===== config.mk =====
export PLATFORM = sky130hd
export DESIGN_NAME = packet_scheduler
export DESIGN_NICKNAME = d
export VERILOG_FILES = /design/src/rtl/packet_scheduler_pkg.sv /design/src/rtl/packet_scheduler_chan_ctr.sv /design/src/rtl/packet_scheduler.sv
export SDC_FILE = /design/constraint.sdc
export NUM_CORES = 1
export LEC_CHECK = 0
export ABC_AREA = 0
export CAP_MARGIN = 20
export CORE_AREA = 2 2 310 312
export CTS_BUF_LIST = sky130_fd_sc_hd__clkbuf_16
export DETAILED_ROUTE_END_ITERATION = 10
export DIE_AREA = 0 0 312 314
export GPL_ROUTABILITY_DRIVEN = 0
export GPL_TIMING_DRIVEN = 0
export HOLD_SLACK_MARGIN = 0.02
export PLACE_DENSITY_LB_ADDON = 0.2
export SETUP_SLACK_MARGIN = 0.4
export SLEW_MARGIN = 20
export SYNTH_ARGS = -nofsm -noshare
export SYNTH_HDL_FRONTEND = slang
export SYNTH_HIERARCHICAL = 1
export SYNTH_SLANG_ARGS = --single-unit

===== constraint.sdc =====
create_clock -name clk -period 6.8 [get_ports clk]
set_clock_uncertainty 0.15 [all_clocks]
set_input_delay 1.7 -clock clk [delete_from_list [all_inputs] [get_ports clk]]
set_output_delay 1.7 -clock clk [all_outputs]
set_load 0.02 [all_outputs]

===== src/rtl/packet_scheduler_pkg.sv =====
`default_nettype none
// ============================================================================
// Module   : packet_scheduler_pkg
// Purpose  : Shared types and constants for the two-channel packet scheduler.
//            Holds the scheduler FSM state type, the beat payload field
//            offsets, and the default stream data width.
// Ports    : none (package)
// Revision : 1.0 - initial release
// ============================================================================
package packet_scheduler_pkg;

  typedef enum logic {
    IDLE = 1'b0,
    SEND = 1'b1
  } state_e;

  // Beat payload layout inside tdata
  localparam int SEQ_LSB    = 0;    // 64-bit packet sequence number
  localparam int BEAT_LSB   = 64;   // 8-bit beat index within the packet
  localparam int CH_BIT     = 72;   // owning channel
  localparam int DW_DEFAULT = 512;  // default stream width (multiple of 128)
  localparam int NUM_CH     = 2;

endpackage : packet_scheduler_pkg
`default_nettype wire


===== src/rtl/packet_scheduler_chan_ctr.sv =====
`default_nettype none
// ============================================================================
// Module   : pkt_chan_ctr
// Purpose  : Per-channel packet bookkeeping: remaining packet count, packets
//            completed since the last accepted start, and the busy flag.
// Ports    : clk      - clock, rising edge
//            resetn   - synchronous active-low reset
//            start_i  - start pulse; accepted only while not busy
//            count_i  - packets to send, sampled on an accepted start
//            done_i   - one packet of this channel completed (tlast handshake)
//            busy_o   - packets outstanding
//            sent_o   - packets completed since the last accepted start
// Revision : 1.0 - initial release
// ============================================================================
module pkt_chan_ctr (
  input  logic        clk,
  input  logic        resetn,
  input  logic        start_i,
  input  logic [63:0] count_i,
  input  logic        done_i,
  output logic        busy_o,
  output logic [63:0] sent_o
);

  logic [63:0] rem_q;
  logic [63:0] sent_q;
  logic        busy_q;

  always_ff @(posedge clk) begin
    if (!resetn) begin
      rem_q  <= '0;
      sent_q <= '0;
      busy_q <= 1'b0;
    end else if (start_i && !busy_q) begin
      rem_q  <= count_i;
      sent_q <= '0;
      busy_q <= (count_i != 64'd0);
    end else if (done_i && busy_q) begin
      // start and done cannot coincide: done only occurs while busy,
      // and a start while busy is ignored.
      rem_q  <= rem_q - 64'd1;
      sent_q <= sent_q + 64'd1;
      busy_q <= (rem_q != 64'd1);
    end
  end

  assign busy_o = busy_q;
  assign sent_o = sent_q;

endmodule : pkt_chan_ctr
`default_nettype wire


===== src/rtl/packet_scheduler.sv =====
`default_nettype none
// ============================================================================
// Module   : packet_scheduler
// Purpose  : Two-channel AXI-Stream packet generator. Each channel is armed
//            with a packet count; packets are granted round-robin and sent
//            as packet_length beats carrying sequence number, beat index and
//            channel in tdata.
// Ports    : clk, resetn             - clock / synchronous active-low reset
//            ch0_count, ch1_count    - packets per channel (sampled on start)
//            packet_length           - beats per packet (0 treated as 1)
//            ch0_start, ch1_start    - one-cycle start pulses
//            m_axis_tdata/tvalid/tlast/tdest/tready - AXI-Stream master
//            ch0_busy, ch1_busy      - channel has packets outstanding
//            ch0_sent, ch1_sent      - packets completed since last start
// Revision : 1.0 - initial release
// ============================================================================
module packet_scheduler
  import packet_scheduler_pkg::*;
#(
  parameter int DW = DW_DEFAULT
) (
  input  logic          clk,
  input  logic          resetn,
  input  logic [63:0]   ch0_count,
  input  logic [63:0]   ch1_count,
  input  logic [7:0]    packet_length,
  input  logic          ch0_start,
  input  logic          ch1_start,
  output logic [DW-1:0] m_axis_tdata,
  output logic          m_axis_tvalid,
  output logic          m_axis_tlast,
  output logic          m_axis_tdest,
  input  logic          m_axis_tready,
  output logic          ch0_busy,
  output logic          ch1_busy,
  output logic [63:0]   ch0_sent,
  output logic [63:0]   ch1_sent
);

  logic [NUM_CH-1:0] start_w;
  logic [NUM_CH-1:0] busy_w;
  logic [NUM_CH-1:0] done_w;
  logic [63:0]       count_w [NUM_CH];
  logic [63:0]       sent_w  [NUM_CH];

  assign start_w    = {ch1_start, ch0_start};
  assign count_w[0] = ch0_count;
  assign count_w[1] = ch1_count;

  for (genvar i = 0; i < NUM_CH; i++) begin : g_chan
    pkt_chan_ctr u_ctr (
      .clk     (clk),
      .resetn  (resetn),
      .start_i (start_w[i]),
      .count_i (count_w[i]),
      .done_i  (done_w[i]),
      .busy_o  (busy_w[i]),
      .sent_o  (sent_w[i])
    );
  end

  state_e      state_q, state_d;
  logic        grant_q, grant_d;   // channel owning the current packet
  logic        prio_q,  prio_d;    // channel that wins when both are busy
  logic [7:0]  len_q,   len_d;
  logic [7:0]  beat_q,  beat_d;
  logic [63:0] seq_q,   seq_d;
  logic        grant_sel_w;
  logic        last_beat_w;

  always_ff @(posedge clk) begin
    if (!resetn) begin
      state_q <= IDLE;
      grant_q <= 1'b0;
      prio_q  <= 1'b0;
      len_q   <= 8'd1;
      beat_q  <= '0;
      seq_q   <= '0;
    end else begin
      state_q <= state_d;
      grant_q <= grant_d;
      prio_q  <= prio_d;
      len_q   <= len_d;
      beat_q  <= beat_d;
      seq_q   <= seq_d;
    end
  end

  // len_q is never 0, so len_q-1 cannot underflow
  assign last_beat_w = (beat_q == (len_q - 8'd1));

  // Both busy: round-robin pointer decides; otherwise the sole busy channel
  assign grant_sel_w = (busy_w[0] && busy_w[1]) ? prio_q : busy_w[1];

  always_comb begin
    state_d = state_q;
    grant_d = grant_q;
    prio_d  = prio_q;
    len_d   = len_q;
    beat_d  = beat_q;
    seq_d   = seq_q;
    done_w  = '0;
    case (state_q)
      IDLE: begin
        if (|busy_w) begin
          state_d = SEND;
          grant_d = grant_sel_w;
          prio_d  = ~grant_sel_w;
          len_d   = (packet_length == 8'd0) ? 8'd1 : packet_length;
          beat_d  = '0;
          seq_d   = sent_w[grant_sel_w];
        end
      end
      SEND: begin
        if (m_axis_tready) begin
          if (last_beat_w) begin
            done_w[grant_q] = 1'b1;
            state_d         = IDLE;
          end else begin
            beat_d = beat_q + 8'd1;
          end
        end
      end
      default: state_d = IDLE;
    endcase
  end

  assign m_axis_tvalid = (state_q == SEND);
  assign m_axis_tlast  = m_axis_tvalid && last_beat_w;
  assign m_axis_tdest  = grant_q;

  always_comb begin
    m_axis_tdata = '0;
    if (state_q == SEND) begin
      m_axis_tdata[SEQ_LSB +: 64] = seq_q;
      m_axis_tdata[BEAT_LSB +: 8] = beat_q;
      m_axis_tdata[CH_BIT]        = grant_q;
    end
  end

  assign ch0_busy = busy_w[0];
  assign ch1_busy = busy_w[1];
  assign ch0_sent = sent_w[0];
  assign ch1_sent = sent_w[1];

endmodule : packet_scheduler
`default_nettype wire

==> reports/qor.yml, run 1 <==
status: "complete, no violations"
crit_chain: "or4_4, o21a_1, or4_4, a2111oi_4, buf_6, and3_1, nand4_1, nor4_2, clkbuf_1, nand4_1, clkbuf_1, or3_1, a21oi_1"
grt_pass1_vias: 19720
pwr-share-comb_pct: 21.1
tns_ns: 0
ios: 786
p_sw_share_pct: 33.07
internal_power_mw: 3.770
antenna_found_initial: 5
synthCells: 2626
drt-pass1-iter-count: 8
critPathMaxStageDelay_ns: 0.60
wl_mm: 94.73
htreeDepth: 2
power_density_mw_per_mm2: 191.2
power_frac_seq_pct: 37.6
vdd_drop_max_uv: 158.8
area_growth_pct: 38.29
clk_latency_ns: 0.62
wl_per_cell_um: 19.90
synth.distinct_cells: 79
cts-hold-fix-buffers: 0
synth_flop_cell: "dfxtp_1"
max_cap_violations: 0
synth_area_mm2: 0.02131
cp_slowest_cell: "a2111oi_4"
yosysSeqAreaShare_pct: 32.03
synth_top_cell_area_share_pct: 32.03
die_area_mm2: 0.09797
synthTopCellsByCount: "441 x buf_4, 341 x dfxtp_1, 186 x nor2_1"
nNetsFinal: 3608
synth_area_leaders: "dfxtp_1 32%, buf_4 16%, nor2_1 3.3%, a21oi_1 3.2%, nand2_1 2.8%"
grt_overflow: 0
maxSlewHeadroom_pct: 19.50
pre_cts_slack_ns: 0.4155
p_leak_nw: 11.81
r2r-start: "len_q[0]$_SDFFE_PN1P_"
ant_nets: 0
start_util_pct: 22.56
num-fill-cells: 10266
vias: 21712
yosysWarnings: 6
worstPathRequired_ns: 7.20
max_freq_ghz: 0.1695
crit_type: "flop to flop"
tightest_slew_ns: 1.196
drcViolationCount: 0
synth_area_leader_cell: "dfxtp_1"
period_minus_slack_ns: 5.899
yosys.cell_count.top_type: "buf_4"
crit_path_end_kind: "flop"
synthArstFlopShare_pct: 0
cts_tree: "built"
dp_hpwl_mm: 74.69
grt_max_degree: 15
cts.sinks: 341
critPathLaunchType: "flop"
avgSynthCellArea_um2: 8.115
vias_per_cell: 4.560
clk_pin_slew_ns: 0.06
critical_path_arrival_ns: 6.30
synth_seq_cells: 341
worstHoldStart: "seq_q[40]$_SDFFE_PN0P_"
min_path_type: "flop to flop"
cts_root_buf: "clkbuf_16"
cts_buffer_depth: 3
final_area_mm2: 0.02947
drv_slew: 0
die_h_um: 314
synth-edff-count: 0
track_usage_pct: 18.15
rows: 113
hold_viol: 0
drive_gt1_share_pct: 16.31
setup_viol: 0
die_w_um: 312
critPathLaunch: "len_q[0]$_SDFFE_PN1P_"
placed_area_mm2: 0.02802
fin_crit_sh_pct: 86.75
setup_ws_ns: 0.9007
cts_buffers: 45
core_mm2: 0.09445
port_buffers: 346
grt_pass1_wl_mm: 134.4
power_frac_clock_pct: 41.3
rsz0062_at_grt: "false"
path_max_fanout: 10
drt-initial-drc-count: 2073
power.switching_mw: 1.863
sequential cells by signal (all words and copies together), names as in the netlist:
| signal | flops |
|---|---|
| m_axis_tdest | 1 |
| beat_q | 8 |
| g_chan.u_ctr/rem_q | 128 |
| g_chan.u_ctr/busy_o | 2 |
| g_chan.u_ctr/sent_o | 128 |
| prio_q | 1 |
| seq_q | 64 |
| m_axis_tvalid | 1 |
| len_q | 8 |
metal layers:
layer,track usage (%),vias up,share of wire [%]
met5,0,-,0.029
met3,4.756,136,8.9
met1,23.13,10164,42
li1,-,10420,-
met2,29.74,988,46
met4,5.933,4,3.1
kinds of logic after synthesis:
family,count (synthesis),share of synthesized area [%]
and+or+nand+nor,991,25.90
buffers and inverters,643,19.25
AOI/OAI and AO/OA,510,16.80
DFF,341,32.03
xor gates and xnor gates,120,4.932
muxes,12,0.5989
adders and majority gates,8,0.4697
other,1,0.01760
layout by cell type (no fill, tap or decap), types with 18 or more instances in the layout:
cell type        instances
buf_4                  441
conb_1                 439
clkdlybuf4s50_1        346
dfxtp_1                341
nor2_1                 186
nand2_1                161
a21oi_1                136
clkbuf_1               116
and2_1                  90
nand3_1                 86
nor4_1                  85
inv_1                   75
nor3_1                  69
nand4_1                 68
xnor2_1                 65
a222oi_1                58
or4_1                   56
xor2_1                  55
o21ai_0                 55
or3_1                   49
clkbuf_16               45
a22oi_1                 43
and3_1                  33
a22o_1                  31
o31ai_1                 28
o211ai_1                25
a31oi_1                 25
o22ai_1                 22
nor2b_1                 21
and4_1                  19
o311ai_0                18
final cells by class:
cell class              instances  area, um2  area share (%)
multi-input cells            2080      12060           40.94
flip-flops and latches        341       6827           23.16
plain buffers                 576       3851           13.07
repair buffers                348       3473           11.79
well taps                    1265       1583           5.371
clock buffers                  45       1126           3.821
clock inverters                38      292.8          0.9935
inverters                      67      251.5          0.8534
diodes                          1      2.502        0.008491
repair_timing:
item	in CTS	in global routing
endpoints found under the setup margin	0	3
setup buffers	0	0
endpoints found under the hold margin	0	0
resized for setup	0	1
critical path, delay by kind of cell (launching register included):
family / cells / cell delay (ns)
AOI/OAI and AO/OA: 3 / 0.94
buffers and inverters: 3 / 1.06
DFF: 1 / 0.34
and+or+nand+nor: 7 / 3.35
stage by stage:
| stage | power [mW] | cells | utilization (%) | hold slack [ns] |
|---|---|---|---|---|
| 3_3_place_gp | 3.319 | 4675 | 29.65 | 0.3062 |
| 6_report | 5.633 | 4761 | 31.20 | 0.3259 |
| 5_1_grt | 5.857 | 4761 | 31.20 | 0.3333 |
| 4_1_cts | 5.673 | 4759 | 31.17 | 0.3250 |
| 3_5_place_dp | 3.316 | 4676 | 29.67 | 0.3119 |
| 2_1_floorplan | 2.961 | 3064 | - | 0.2907 |
final timing paths:
| path | end | slack (ns) | cells after the start |
|---|---|---|---|
| setup reg to reg | g_chan[1].u_ctr/sent_o[38]$_SDFFE_PP0P_ | 0.90 | 13 |
| hold / removal | seq_q[40]$_SDFFE_PN0P_ | 0.33 | 1 |
| setup / recovery | g_chan[1].u_ctr/sent_o[38]$_SDFFE_PP0P_ | 0.90 | 13 |
| hold reg to reg | seq_q[40]$_SDFFE_PN0P_ | 0.33 | 1 |
power groups by stage:
stage,Combinational [mW],Sequential (mW),Clock [mW]
2_1_floorplan,0.818,2.14,0
3_3_place_gp,1.16,2.16,0
3_5_place_dp,1.16,2.16,0
4_1_cts,1.16,2.12,2.40
5_1_grt,1.27,2.13,2.46
6_report,1.19,2.12,2.33
No activity file was read; power rests on OpenSTA's default activity.
==> run 2, diff against run 1 <==
- SYNTH_HIERARCHICAL: 1 -> not set
==> run 2 against run 1 <==
Compared with the run above: largest cell class unchanged; register-to-register slack improved by 1.4 ns; via count increased by 9.3%; global-route usage increased by 2.8 points; synthesized cell count increased by 6.9%; core utilization increased by 0.45 points; critical path depth decreased by 6; flip-flop and latch count unchanged.
==> reports/qor.yml, run 2 <==
nNetsFinal: 3790  # was 3608
maxSlewHeadroom_pct: 23.72  # was 19.50%
hold_ws_ns: 0.3227  # was 0.3259 ns
yosysSeqAreaShare_pct: 31.29  # was 32.03%
die_area_mm2: 0.09797  # unchanged
tns_ns: 0  # unchanged
vdd_drop_max_uv: 169.0  # was 158.8 uV
crit_path_end_kind: "primary output"  # was flop
worstHoldStart: "len_q[7]$_SDFFE_PN0P_"  # was seq_q[40]$_SDFFE_PN0P_
area_growth_pct: 37.04  # was 38.29%
yosys.cell_count.top_type: "buf_4"  # unchanged
synth.distinct_cells: 83  # was 79
synthArstFlopShare_pct: 0  # unchanged
fin_crit_sh_pct: 90.08  # was 86.75%
clk_pin_slew_ns: 0.06  # about the same
cts-hold-fix-buffers: 0  # unchanged
final_cell_mix: "441 x buf_4, 439 x conb_1, 345 x clkdlybuf4s50_1, 341 x dfxtp_1, 279 x nand2_1"  # was 441 x buf_4, 439 x conb_1, 346 x clkdlybuf4s50_1, 341 x dfxtp_1, 186 x nor2_1
hold_viol: 0  # unchanged
cts_tree: "built"  # unchanged
synth_seq_cells: 341  # unchanged
drcViolationCount: 0  # unchanged
wl_per_cell_um: 21.92  # was 19.90 um
worstPathRequired_ns: 4.95  # was 7.20 ns
drive_gt1_share_pct: 14.82  # was 16.31%
setup_viol: 0  # unchanged
drt-initial-drc-count: 2311  # was 2073
cts_resized: 0  # unchanged
p_leak_nw: 11.52  # was 11.81 nW
grt_overflow: 0  # unchanged
path_max_fanout: 10  # unchanged
r2r_slack_ns: 2.34  # was 0.90 ns
r2r-start: "g_chan[0].u_ctr.busy_o$_SDFFE_PN0P_"  # was len_q[0]$_SDFFE_PN1P_
synth-edff-count: 0  # unchanged
track_usage_pct: 20.92  # was 18.15%
clk_latency_ns: 0.61  # was 0.62 ns
critPathLaunch: "beat_q[7]$_SDFFE_PN0P_"  # was len_q[0]$_SDFFE_PN1P_
htreeDepth: 2  # unchanged
rows: 113  # unchanged
min_path_type: "flop to flop"  # unchanged
synth_top_cell_area_share_pct: 31.29  # was 32.03%
avgSynthCellArea_um2: 7.772  # was 8.115 um2
drt-pass1-iter-count: 7  # was 8
grt_max_degree: 14  # was 15
synth_area_leaders: "dfxtp_1 31%, buf_4 15%, nand2_1 4.8%, a21oi_1 4.1%, or4_1 3.7%"  # was dfxtp_1 32%, buf_4 16%, nor2_1 3.3%, a21oi_1 3.2%, nand2_1 2.8%
period_minus_slack_ns: 6.126  # was 5.899 ns
ios: 786  # unchanged
cts_buffer_depth: 3  # unchanged
tightest_slew_ns: 1.144  # was 1.196 ns
power_density_mw_per_mm2: 191.8  # was 191.2 mW/mm2
postCtsSetupBuffers: 0  # unchanged
synth_area_mm2: 0.02182  # was 0.02131 mm2
r2r_end: "g_chan[0].u_ctr.busy_o$_SDFFE_PN0P_"  # was g_chan[1].u_ctr/sent_o[38]$_SDFFE_PP0P_
crit_type: "flop to primary output"  # was flop to flop
drv_slew: 0  # unchanged
dp_hpwl_mm: 84.18  # was 74.69 mm
ant_nets: 0  # unchanged
yosysWarnings: 0  # was 6
hold_depth: 2  # was 1
synthTopCellsByCount: "439 x buf_4, 341 x dfxtp_1, 279 x nand2_1"  # was 441 x buf_4, 341 x dfxtp_1, 186 x nor2_1
rsz0062_at_grt: "false"  # unchanged
grt_pass1_vias: 21692  # was 19720
grt_pass1_wl_mm: 153.4  # was 134.4 mm
cts.sinks: 341  # unchanged
critPathLaunchType: "flop"  # unchanged
synthCells: 2807  # was 2626
antenna_cells: 0  # was 1
port_buffers: 345  # was 346
start_util_pct: 23.10  # was 22.56%
final_common_cell: "buf_4"  # unchanged
max_cap_violations: 0  # unchanged
die_h_um: 314  # unchanged
min_to: "len_q[7]$_SDFFE_PN0P_"  # was seq_q[40]$_SDFFE_PN0P_
die_w_um: 312  # unchanged
vias: 23736  # was 21712
ff2ff_path_depth: 8  # was 13
cts_root_buf: "clkbuf_16"  # unchanged
synth_flop_cell: "dfxtp_1"  # unchanged
antenna_found_initial: 9  # was 5
cts_buffers: 45  # unchanged
max_freq_ghz: 0.1632  # was 0.1695 GHz
critical_path_arrival_ns: 4.28  # was 6.30 ns
synth_area_leader_cell: "dfxtp_1"  # unchanged
wl_mm: 108.2  # was 94.73 mm
core_mm2: 0.09445  # unchanged
vias_per_cell: 4.810  # was 4.560
status: "complete, no violations"  # unchanged
[run 2: where the power goes]
part           total (mW)  internal, mW  leakage (nW)  switching [mW]
Clock                2.28          1.25         0.684            1.04
Combinational        1.32         0.446          8.06           0.873
Sequential           2.13          2.06          2.77          0.0708
Total                5.73          3.75          11.5            1.98
[run 2: through the flow]
stage	std cells	power [mW]	setup slack, ns	cell area (um2)	utilization [%]
6_report	4935	5.734	0.6743	29900	31.65
5_1_grt	4935	5.958	0.5447	29900	31.65
4_1_cts	4935	5.758	0.8290	29900	31.65
3_5_place_dp	4859	3.461	1.065	28560	30.24
3_3_place_gp	4855	3.458	1.063	28500	30.17
2_1_floorplan	3245	3.036	2.802	23460	-
[run 2: worst max path at each step]
stage                                         endpoint  slack (ns)  cells past startpoint
2_1_floorplan                             m_axis_tlast        2.80                      8
3_3_place_gp   g_chan[0].u_ctr.sent_o[63]$_SDFFE_PP0P_        1.06                     10
3_5_place_dp       g_chan[0].u_ctr.busy_o$_SDFFE_PN0P_        1.06                      9
5_1_grt                                   m_axis_tlast        0.54                      7
6_report                                  m_axis_tlast        0.67                      7
4_1_cts                                   m_axis_tlast        0.83                      9
[run 2: worst max-delay path, stage by stage, from the launching register on]
cell and delay [ns]:
dfxtp_1 0.43, xnor2_1 0.13, o311ai_0 0.40, o21ai_0 0.17
clkbuf_1 0.33, clkbuf_1 0.45, nor4_1 0.94, clkdlybuf4s50_1 0.79
[run 2: cell families (layout without fill, tap and decap cells)]
kind of cell             count (synthesis)  in the layout  synth area share, %
other                                    1            439              0.01719
multiplexers                            20             20               0.9348
XOR/XNOR                                19             19               0.7628
flip-flops                             341            341                31.29
buffers and inverters                  660           1085                18.93
AND/OR/NAND/NOR                       1114           1114                27.74
AO/OA/AOI/OAI                          644            644                19.87
adder cells (fa/ha/maj)                  8              8               0.4588
[run 2: final cells by class]
type | count | area [um2]
timing repair buffer | 349 | 3495
multi-input combinational | 2244 | 12520
fill | 10222 | 64550
clock buffer | 45 | 1126
clock inverter | 31 | 214.0
inverter | 44 | 165.2
tap | 1265 | 1583
sequential | 341 | 6827
buffer | 616 | 3965
[run 2: layer usage]
layer	share of wire, %	GRT usage, %
met4	3.4	6.927
met5	0.071	0
met1	41	26.92
met3	9.3	5.283
met2	46	34.09
==> run 3, diff against run 2 <==
- ABC_CLOCK_PERIOD_IN_PS: not set -> 6800
- CAP_MARGIN: 20 -> not set
- CELL_PAD_IN_SITES_DETAIL_PLACEMENT: not set -> 1
- CELL_PAD_IN_SITES_GLOBAL_PLACEMENT: not set -> 1
- CORE_AREA: 2 2 310 312 -> 2 2 302 304
- DIE_AREA: 0 0 312 314 -> 0 0 304 306
==> run 3 against run 2 <==
Compared with the run above: highest routed layer unchanged; critical path type unchanged; die area shrank 5.0%; combinational power is essentially flat; count of clock-buffer cells in the layout is the same.
==> reports/qor.yml, run 3 (synthesis results as in run 2) <==
status: "complete, no violations"  # unchanged
tightest_slew_ns: 1.133  # was 1.144 ns
ant_nets: 0  # unchanged
die_w_um: 304  # was 312 um
port_buffers: 345  # unchanged
vias: 24085  # was 23736
cts_buffers: 44  # was 45
rsz0062_at_grt: "false"  # unchanged
path_max_fanout: 10  # unchanged
cts_root_buf: "clkbuf_16"  # unchanged
nNetsFinal: 3789  # was 3790
p_leak_nw: 11.53  # was 11.52 nW
wl_mm: 111.4  # was 108.2 mm
setup_ws_ns: 0.8469  # was 0.6743 ns
hold_ws_ns: 0.3232  # was 0.3227 ns
clk_pin_slew_ns: 0.06  # about the same
cts_resized: 0  # unchanged
crit_path_end_kind: "primary output"  # unchanged
rows: 110  # was 113
htreeDepth: 2  # unchanged
area_growth_pct: 36.54  # was 37.04%
fin_crit_sh_pct: 87.55  # was 90.08%
period_minus_slack_ns: 5.953  # was 6.126 ns
crit_chain: "nor3_1, o311ai_0, o21ai_0, clkbuf_1, clkbuf_1, nor4_1, clkdlybuf4s50_1"  # was xnor2_1, o311ai_0, o21ai_0, clkbuf_1, clkbuf_1, nor4_1, clkdlybuf4s50_1
cts_buffer_depth: 3  # unchanged
setup_viol: 0  # unchanged
max_cap_violations: 0  # unchanged
cp_common_cell: "clkbuf_1"  # unchanged
drcViolationCount: 0  # unchanged
start_util_pct: 24.35  # was 23.10%
pre_cts_slack_ns: 1.187  # was 1.065 ns
critPathLaunchType: "flop"  # unchanged
vias_per_cell: 4.968  # was 4.810
final_cell_mix: "442 x buf_4, 439 x conb_1, 345 x clkdlybuf4s50_1, 341 x dfxtp_1, 279 x nand2_1"  # was 441 x buf_4, 439 x conb_1, 345 x clkdlybuf4s50_1, 341 x dfxtp_1, 279 x nand2_1
max_freq_ghz: 0.1680  # was 0.1632 GHz
critical_path_arrival_ns: 4.10  # was 4.28 ns
cts-hold-fix-buffers: 0  # unchanged
dp_hpwl_mm: 87.61  # was 84.18 mm
ios: 786  # unchanged
final_common_cell: "buf_4"  # unchanged
hold_viol: 0  # unchanged
grt_pass1_vias: 23679  # was 21692
power_density_mw_per_mm2: 192.7  # was 191.8 mW/mm2
die_h_um: 306  # was 314 um
critPathMaxStageDelay_ns: 0.75  # was 0.94 ns
drt-initial-drc-count: 2069  # was 2311
crit_type: "flop to primary output"  # unchanged
cts.sinks: 341  # unchanged
grt_max_degree: 13  # was 14
drive_gt1_share_pct: 14.74  # was 14.82%
antenna_found_initial: 3  # was 9
cts_tree: "built"  # unchanged
core_mm2: 0.08960  # was 0.09445 mm2
die_area_mm2: 0.09302  # was 0.09797 mm2
grt_overflow: 0  # unchanged
track_usage_pct: 22.87  # was 20.92%
maxSlewHeadroom_pct: 24.48  # was 23.72%
drt-pass1-iter-count: 6  # was 7
vdd_drop_max_uv: 195.2  # was 169.0 uV
min_path_type: "flop to flop"  # unchanged
cp_slowest_cell: "clkbuf_1"  # was nor4_1
tns_ns: 0  # unchanged
grt_pass1_wl_mm: 161.6  # was 153.4 mm
worstPathRequired_ns: 4.95  # about the same
postCtsSetupBuffers: 0  # unchanged
wl_per_cell_um: 22.97  # was 21.92 um
clk_latency_ns: 0.61  # about the same
totalPowerFinal_mw: 5.740  # was 5.734 mW
drv_slew: 0  # unchanged
[run 3: changes by cell type in the layout (fill, tap and decap cells not counted), sizes merged]
cell,before,now
clkinv,15,16
bufinv,1,2
clkinvlp,3,0
inv,56,57
diode,0,2
[run 3: per-stage QoR]
| stage | instance area, um2 | utilization, % | cells |
|---|---|---|---|
| after floorplan | 23460 | - | 3245 |
| after global placement | 28380 | 31.68 | 4766 |
| after detailed placement | 28440 | 31.74 | 4770 |
| after CTS | 29780 | 33.24 | 4846 |
| after global routing | 29780 | 33.24 | 4847 |
| final | 29790 | 33.25 | 4848 |
[run 3: layout make-up]
class | instances | area [um2]
repair buffers | 349 | 3487
clock buffers | 45 | 1126
fillers | 10978 | 59810
inverters | 44 | 165.2
clock inverters | 31 | 220.2
flip-flops and latches | 341 | 6827
well taps | 1176 | 1471
plain buffers | 616 | 3964
diodes | 2 | 5.005
multi-input cells | 2244 | 12520
[run 3: power breakdown]
| group | switching (mW) | internal, mW |
|---|---|---|
| clock network | 0.997 | 1.27 |
| logic | 0.892 | 0.445 |
| registers | 0.0711 | 2.06 |
[run 3: worst paths after layout]
| path | from | slack [ns] | depth (start not counted) | end |
|---|---|---|---|---|
| hold reg to reg | len_q[7]$_SDFFE_PN0P_ | 0.32 | 2 | len_q[7]$_SDFFE_PN0P_ |
| setup / recovery | len_q[2]$_SDFFE_PN0P_ | 0.85 | 7 | m_axis_tlast |
| setup reg to reg | g_chan[0].u_ctr.busy_o$_SDFFE_PN0P_ | 2.39 | 9 | g_chan[0].u_ctr.sent_o[31]$_SDFFE_PP0P_ |
| hold / removal | len_q[7]$_SDFFE_PN0P_ | 0.32 | 2 | len_q[7]$_SDFFE_PN0P_ |
[run 3: critical path, delay by kind of cell, from the launching register on]
family,cells,cell delay (ns)
and+or+nand+nor,2,0.53
AOI/OAI and AO/OA,2,0.52
DFF,1,0.37
buffers and inverters,3,2.11
[run 3: metal layers]
metal	track usage, %	vias up	wire, um
li1	-	11186	-
met4	7.243	2	3564
met3	3.477	163	6631
met5	0	-	15
met1	29.20	11803	47670
met2	39.43	931	53470
